<file path="src/rtl/iu_pkg.sv">
// Shared opcodes, instruction field positions and FSM state encoding for the
// instruction unit.
package iu_pkg;
  localparam logic [3:0] OP_NOP   = 4'h0;
  localparam logic [3:0] OP_JMP   = 4'hC;
  localparam logic [3:0] OP_HALT  = 4'hD;
  localparam logic [3:0] OP_LOAD  = 4'hE;
  localparam logic [3:0] OP_STORE = 4'hF;

  localparam int OPC_MSB = 15, OPC_LSB = 12;
  localparam int DST_MSB = 11, DST_LSB = 9;
  localparam int OPA_MSB = 8,  OPA_LSB = 6;
  localparam int OPB_MSB = 5,  OPB_LSB = 3;
  localparam int MEM_MSB = 3,  MEM_LSB = 0;
  localparam int TGT_MSB = 7,  TGT_LSB = 0;

  typedef enum logic [2:0] {
    S_FETCH, S_LATCH, S_ISSUE, S_LOAD_WAIT, S_HALTED
  } iu_state_t;
endpackage

</file>
<file path="src/rtl/iu_decode.sv">
// Combinational instruction-register decode into eu fields and control classes.
// IU_JUMP_EN adds the jump class and target; without it 1100 decodes as NOP.
module iu_decode
  import iu_pkg::*;
(
  input  logic [15:0] i_ir,
  output logic [3:0]  o_opcode,
  output logic [2:0]  o_dest,
  output logic [2:0]  o_opa,
  output logic [2:0]  o_opb,
  output logic [3:0]  o_mem,
  output logic        o_is_load,
`ifdef IU_JUMP_EN
  output logic        o_is_jmp,
  output logic [7:0]  o_tgt,
`endif
  output logic        o_is_halt
);
  logic [3:0] w_raw;

  assign w_raw     = i_ir[OPC_MSB:OPC_LSB];
  assign o_dest    = i_ir[DST_MSB:DST_LSB];
  assign o_opa     = i_ir[OPA_MSB:OPA_LSB];
  assign o_opb     = i_ir[OPB_MSB:OPB_LSB];
  assign o_mem     = i_ir[MEM_MSB:MEM_LSB];
  assign o_is_load = (w_raw == OP_LOAD);
  assign o_is_halt = (w_raw == OP_HALT);

`ifdef IU_JUMP_EN
  assign o_is_jmp  = (w_raw == OP_JMP);
  assign o_tgt     = i_ir[TGT_MSB:TGT_LSB];
  assign o_opcode  = w_raw;
`else
  // Jump disabled: eu sees a plain NOP for 1100.
  assign o_opcode  = (w_raw == OP_JMP) ? OP_NOP : w_raw;
`endif
endmodule

</file>
<file path="src/rtl/iu.sv">
// Instruction unit: FETCH/LATCH/ISSUE loop feeding the eu command interface,
// with a LOAD write-back hold cycle and HALT. Optional jumps via IU_JUMP_EN.
module iu
  import iu_pkg::*;
#(
  parameter int                  PC_WIDTH = 8,
  parameter logic [PC_WIDTH-1:0] RESET_PC = '0
) (
  input  logic                clk,
  input  logic                reset,
  output logic [PC_WIDTH-1:0] imem_addr,
  output logic                imem_rd_en,
  input  logic [15:0]         imem_data,
  output logic [3:0]          opcode,
  output logic [2:0]          opAAdr,
  output logic [2:0]          opBAder,
  output logic [2:0]          dest_reg,
  output logic [3:0]          storeDataAdr,
  output logic                issue_valid,
  output logic                halted,
  output logic [PC_WIDTH-1:0] pc
);
  iu_state_t           r_state, w_state_nxt;
  logic [PC_WIDTH-1:0] r_pc, w_pc_nxt;
  logic [15:0]         r_ir;
  logic                w_ir_ld;
  logic [3:0]          w_opcode;
  logic                w_is_load, w_is_halt;
`ifdef IU_JUMP_EN
  logic                w_is_jmp;
  logic [7:0]          w_tgt;
`endif

  iu_decode u_dec (
    .i_ir      (r_ir),
    .o_opcode  (w_opcode),
    .o_dest    (dest_reg),
    .o_opa     (opAAdr),
    .o_opb     (opBAder),
    .o_mem     (storeDataAdr),
    .o_is_load (w_is_load),
`ifdef IU_JUMP_EN
    .o_is_jmp  (w_is_jmp),
    .o_tgt     (w_tgt),
`endif
    .o_is_halt (w_is_halt)
  );

  assign imem_addr = r_pc;
  assign pc        = r_pc;

  always_ff @(posedge clk or posedge reset) begin
    if (reset) begin
      r_state <= S_FETCH;
      r_pc    <= RESET_PC;
      r_ir    <= '0;
    end else begin
      r_state <= w_state_nxt;
      r_pc    <= w_pc_nxt;
      if (w_ir_ld) r_ir <= imem_data;
    end
  end

  // Field outputs follow IR, so they hold their last values between issues.
  always_comb begin
    w_state_nxt = r_state;
    w_pc_nxt    = r_pc;
    w_ir_ld     = 1'b0;
    imem_rd_en  = 1'b0;
    issue_valid = 1'b0;
    opcode      = OP_NOP;
    halted      = 1'b0;
    case (r_state)
      S_FETCH: begin
        imem_rd_en  = ~reset;
        w_state_nxt = S_LATCH;
      end
      S_LATCH: begin
        w_ir_ld     = 1'b1;
        w_state_nxt = S_ISSUE;
      end
      S_ISSUE: begin
        issue_valid = 1'b1;
        opcode      = w_opcode;
        w_pc_nxt    = r_pc + PC_WIDTH'(1);
        w_state_nxt = S_FETCH;
        if (w_is_load) begin
          w_state_nxt = S_LOAD_WAIT;
        end else if (w_is_halt) begin
          w_state_nxt = S_HALTED;
          w_pc_nxt    = r_pc;
        end
`ifdef IU_JUMP_EN
        else if (w_is_jmp) begin
          w_pc_nxt = PC_WIDTH'(w_tgt);
        end
`endif
      end
      S_LOAD_WAIT: begin
        opcode      = OP_LOAD;
        w_state_nxt = S_FETCH;
      end
      S_HALTED: halted = 1'b1;
      default:  w_state_nxt = S_FETCH;
    endcase
  end
endmodule

</file>
<file path="config.mk">
export PLATFORM = sky130hd
export DESIGN_NAME = iu
export DESIGN_NICKNAME = d
export VERILOG_FILES = /design/src/rtl/iu_pkg.sv /design/src/rtl/iu_decode.sv /design/src/rtl/iu.sv
export SDC_FILE = /design/constraint.sdc
export NUM_CORES = 1
export LEC_CHECK = 0
export CORE_MARGIN = 4
export CORE_UTILIZATION = 43
export DETAILED_ROUTE_END_ITERATION = 6
export GPL_ROUTABILITY_DRIVEN = 0
export PLACE_DENSITY = 0.83
export SYNTH_ARGS = -nofsm -noshare
export SYNTH_HDL_FRONTEND = slang
export SYNTH_SLANG_ARGS = --single-unit
</file>
<file path="constraint.sdc">
create_clock -name clk -period 2.01 [get_ports clk]
set_clock_uncertainty 0.1 [all_clocks]
set_input_delay 0.402 -clock clk [delete_from_list [all_inputs] [get_ports clk]]
set_output_delay 0.402 -clock clk [all_outputs]
set_load 0.02 [all_outputs]
</file>
Word-level counts from Yosys, hierarchy flattened. Index checks and enable logic that the tools add are counted.

Logic and storage cells: 26. Bits in registers: 27. Output and inout port bits: 36.

Bitwise operators: 1. $add $sub $neg: 1. Equal/unequal tests: 8. Muxes and demuxes: 11. Reductions and logical operators: 2.

Operator list (count): 2-to-1 mux 8 bit (2); equality test 4 bit, second input constant (3); one-hot mux 3 bit (4 select lines) (1); adder 8 x 1 -> 8 bit, second input constant (1); one-hot mux 4 bit (2 select lines) (1); equality test 3 x 2 -> 1 bit, second input constant (2); 2-to-1 mux 3 bit (2); 2-to-1 mux 1 bit (4); 2-to-1 mux 4 bit (1); equality test 3 x 1 -> 1 bit, second input constant (1); equality test 3 bit, second input constant (1); zero test 3 bit (1); != test 2 x 1 -> 1 bit, second input constant (1); AND reduction 2 bit (1); NOT 1 bit (1).

Depth between registers and ports, before layout.
Word-level depth: 4. Gate-level depth with buffers: 5. Mapped depth without buffers: 3.

Hierarchy. From an unflattened synthesis, not the netlist that was laid out.

Cells, all modules: 114. Area total of the unflattened synthesis: 1358.8 um2.

Modules (own cells, without submodules): iu (sequential area each 675.6 um2, cells an instance 93, area each 1203.7 um2, instances 1); iu_decode (sequential area each 0.0 um2, cells an instance 21, area each 155.1 um2, instances 1).

Worst setup path before layout. No wires, ideal clock.

Path kind: register -> output. From: register r_state[0]. To: output opcode[0]. Cell stages (with the launch flop): 4. Buffers on the path: 1. Slack: 0.282 ns. Data required time: 1.508 ns. Data arrival time: 1.226 ns. Cell sequence: dfrtp_1 -> buf_6 -> nor3b_4 -> and2_2.

Word-level cells in the longest chain between the ends: 2.

RTL lines: start: declaration (line iu.sv:23) `iu_state_t r_state, w_state_nxt;`; start signal: assignment (line iu.sv:58) `r_state <= w_state_nxt;`; equality test 3 x 2 -> 1 bit (line iu.sv:73) `case (r_state)`; one-hot mux 4 bit (2 select lines) (*) (line iu.sv:73); end: declaration (line iu.sv:14) `output logic [3:0] opcode,`.

Every way passes the cells marked *; elsewhere a longest branch is shown, timed or not.

Worst setup path after layout.
From: register r_ir[12]. To: output opcode[3].

Word-level cells in the longest chain between the ends: 3.

RTL lines: start: declaration (line iu.sv:25) `logic [15:0] r_ir;`; start signal: assignment (line iu.sv:60) `if (w_ir_ld) r_ir <= imem_data;`; equality test 4 bit (line iu_decode.sv:35) `assign o_opcode = (w_raw == OP_JMP) ? OP_NOP : w_raw;`; 2-to-1 mux 4 bit (line iu_decode.sv:35); one-hot mux 4 bit (2 select lines) (line iu.sv:73).

Every way passes these cells.

==> impl_metrics.py <==
metrics = {
    "logic_synthesis": {
        "synthSimpleGateAreaFrac_pct": 15.0,
        "synth_compound_gate_area_share_pct": 2.19,
        "synthAdderAreaFrac_pct": 0.912,
        "ys_seq_area_share_pct": 49.2,
        "syn-instance-count": 112,
        "synthArstFlopShare_pct": 100,
        "synth-main-ff-cell": "dfrtp_1",
        "syn_nets": 131,
        "muxShareOfSynthArea_pct": 14.2,
        "synth_top_family_by_area": "simple AND/OR/NAND/NOR gates",
        "synth_edf_count": 0,
        "synth_xor_area_share_pct": 4.47,
        "synth_warnings": 0,
        "avgSynthCellArea_um2": 12.3,
        "syn-cell-area_mm2": 0.00137,
        "ys_seq_elements": 27,
        "synthDistinctLibCells": 29,
    },
    "pwr": {
        "internal-power_mw": 1.87,
        "p_sw_mw": 1.22,
        "switching_share_pct": 39.4,
        "peakVddDrop_mv": 0.717,
        "clkPwrFrac_pct": 7.7,
        "p_seq_share_pct": 31.9,
        "cellLeakagePower_nw": 0.813,
        "pwr-share-comb_pct": 60.4,
        "p_per_area_mw_per_mm2": 1600,
    },
    "finish": {
        "fill_cells": 243,
        "area_growth_pct": 40.4,
        "final_cell_area_mm2": 0.00193,
        "nets": 180,
        "diodes": 0,
        "drive_above_1_share_pct": 33.8,
        "fin_util_pct": 63.1,
    },
    "run_status": {
        "status": "finished, violations left",
        "violations": "setup timing",
    },
    "global_routing": {
        "grtUsageTotal_pct": 15.1,
        "grt_pass1_vias": 992,
        "grt_pass1_wl_um": 4960,
        "grt_max_degree": 28,
        "antenna_found_initial": 0,
        "grt_overflow": 0,
    },
    "setup_path": {
        "critical_path.startpoint": "r_ir[12]",
        "critPathLaunchType": "flop",
        "required_ns": 1.51,
        "timing.rr.start": "r_state[2]",
        "worstPathArrival_ns": 1.58,
        "path_max_fanout": 2,
        "cp-end-kind": "output pin",
        "critPathKind": "flop to output pin",
    },
    "floorplanning": {
        "die_height_um": 64.5,
        "die_area_mm2": 0.00416,
        "row_count": 20,
        "ios": 54,
        "initial_utilization_pct": 45.0,
        "core_mm2": 0.00305,
        "die_w_um": 64.5,
    },
    "clocking": {
        "cts.clk_slew.worst_paths_ns": 0.15,
        "cts_buffers": 3,
        "hold_buffers": 0,
        "cts_sinks": 27,
        "cts_tree": "done",
        "clk_latency_ns": 0.32,
        "cts-root-buf": "clkbuf_4",
        "cts_max_level": 1,
        "clockBufferDepth": 2,
    },
    "timing": {
        "worst_slew_pin_slew_ns": 0.455,
        "fmax_mhz": 481,
        "finalHoldViolations": 0,
        "post-route-period-util_pct": 103,
        "rsz0062_at_grt": "yes",
        "maxSlewHeadroom_pct": 69.6,
        "layout_setup_ws_ns": -0.0675,
        "setup_viol": 2,
        "drv_slew": 0,
        "fin_crit_ns": 2.08,
    },
    "placement": {
        "portBuffers": 53,
        "place_hpwl_um": 2190,
        "dpl_worst_slack_ns": -0.136,
        "dpl_cell_area_mm2": 0.00186,
    },
    "hold_path": {
        "hp-class": "input pin to asynchronous set/reset pin",
    },
    "routing": {
        "avgViaCountPerCell": 4.73,
        "wire_per_inst_um": 14.7,
        "drc": 0,
        "drt_iter0_markers": 24,
        "ant_nets": 0,
        "wl_um": 2990,
        "dr.pass1.iters": 4,
        "vias": 965,
    },
    "job": {
        "maxCapViolCount": 0,
    },
}
==> worst paths after layout <==
| check | endpoint | slack, ns | cells past startpoint |
|---|---|---|---|
| worst max-delay path | opcode[3] | -0.07 | 5 |
| worst min-delay path | r_state[2] | 0.35 | 3 |
| worst max register to register | r_ir[14] | 0.27 | 4 |
| worst min register to register | imem_addr[7] | 0.42 | 1 |
| max in group asynchronous | imem_addr[0] | 1.19 | 3 |
| min in group clk | imem_addr[7] | 0.42 | 1 |
==> synthesized netlist by cell type, types with 2 or more instances <==
| cell type | number | area, um^2 |
|---|---|---|
| dfrtp_1 | 27 | 676 |
| and4_1 | 2 | 17.5 |
| a21oi_1 | 2 | 10.0 |
| buf_4 | 23 | 173 |
| xnor2_1 | 7 | 61.3 |
| or2b_1 | 2 | 15.0 |
| and3_1 | 2 | 12.5 |
| or3b_2 | 2 | 17.5 |
| nand4_1 | 4 | 25.0 |
| nor2_1 | 4 | 15.0 |
| mux2_2 | 16 | 180 |
| inv_1 | 2 | 7.51 |
| nand3_1 | 2 | 10.0 |
| nand4b_1 | 2 | 17.5 |
==> kinds of logic (layout without fill, tap and decap cells) <==
logic type / after synthesis / in the layout
and+or+nand+nor: 29 / 29
DFF: 27 / 27
buffers and inverters: 26 / 74
muxes: 17 / 17
xor gates and xnor gates: 7 / 7
AOI/OAI and AO/OA: 5 / 5
adders and majority gates: 1 / 1
==> through the flow <==
stage | TNS [ns] | instances | hold slack (ns) | power [mW]
final | -0.134 | 204 | 0.346 | 3.09
after global routing | -0.270 | 204 | 0.367 | 3.26
after CTS | -0.218 | 204 | 0.356 | 3.12
after detailed placement | -0.291 | 196 | 0.395 | 2.80
after global placement | -0.232 | 196 | 0.380 | 2.74
after floorplan | 0 | 112 | 0.355 | 2.22
==> flip-flops by register name, summed over array words and instances (netlist names) <==
register   count
r_ir          16
imem_addr      8
r_state        3
==> power by group through the flow <==
| stage | registers (mW) | logic, mW | clock network, mW |
|---|---|---|---|
| floorplan | 1.01 | 1.21 | 0 |
| global placement | 0.975 | 1.76 | 0 |
| global route | 1.03 | 1.96 | 0.268 |
| CTS | 0.981 | 1.89 | 0.249 |
| finish | 0.986 | 1.87 | 0.239 |
| detailed placement | 0.993 | 1.81 | 0 |
==> per-layer routing <==
| metal | global-route usage (%) | part of all wire [%] |
|---|---|---|
| met1 | 18.5 | 42 |
| met2 | 26.9 | 54 |
| met3 | 2.77 | 2.9 |
| met4 | 4.75 | 0.80 |
| met5 | 0 | 0 |
==> what timing repair did <==
item / in CTS / in global routing
pin swaps: 3 / 3
hold endpoints to repair: 0 / 0
buffers inserted: 4 / 2
endpoints found under the setup margin: 7 / 11
gates resized for setup: 29 / 10
gates cloned: 0 / 0
==> worst max-delay path, cell delays in order, from the launching register on <==
cell     delay [ns]
dfrtp_1        0.41
buf_6          0.12
or3b_4         0.38
a21oi_2        0.14
nor2_1         0.05
buf_4          0.15
==> placed cells by master (no fill, tap or decap), types with 2 or more instances in the layout <==
| cell | synthesis | final |
|---|---|---|
| nand4b_1 | 2 | 2 |
| nor2_1 | 4 | 4 |
| and3_1 | 2 | 2 |
| nand3_1 | 2 | 2 |
| xnor2_1 | 7 | 7 |
| and4_1 | 2 | 2 |
| buf_2 | 0 | 2 |
| a21oi_2 | 0 | 2 |
| buf_6 | 1 | 3 |
| clkbuf_4 | 0 | 3 |
| nand4_1 | 4 | 4 |
| buf_4 | 23 | 14 |
| mux2_2 | 16 | 16 |
| or2b_1 | 2 | 2 |
| dfrtp_1 | 27 | 23 |
| inv_1 | 2 | 2 |
| clkdlybuf4s50_1 | 0 | 45 |
| dfrtp_2 | 0 | 4 |
==> layout make-up <==
| type | count | area [um^2] | share of cell area, % |
|---|---|---|---|
| Multi-Input combinational cell | 59 | 517 | 26.8 |
| Clock buffer | 3 | 22.5 | 1.17 |
| Timing Repair Buffer | 68 | 637 | 33.1 |
| Inverter | 2 | 7.51 | 0.390 |
| Tap cell | 44 | 55.1 | 2.86 |
| Sequential cell | 27 | 681 | 35.3 |
| Clock inverter | 1 | 7.51 | 0.390 |
(Power assumes the default switching activity.)
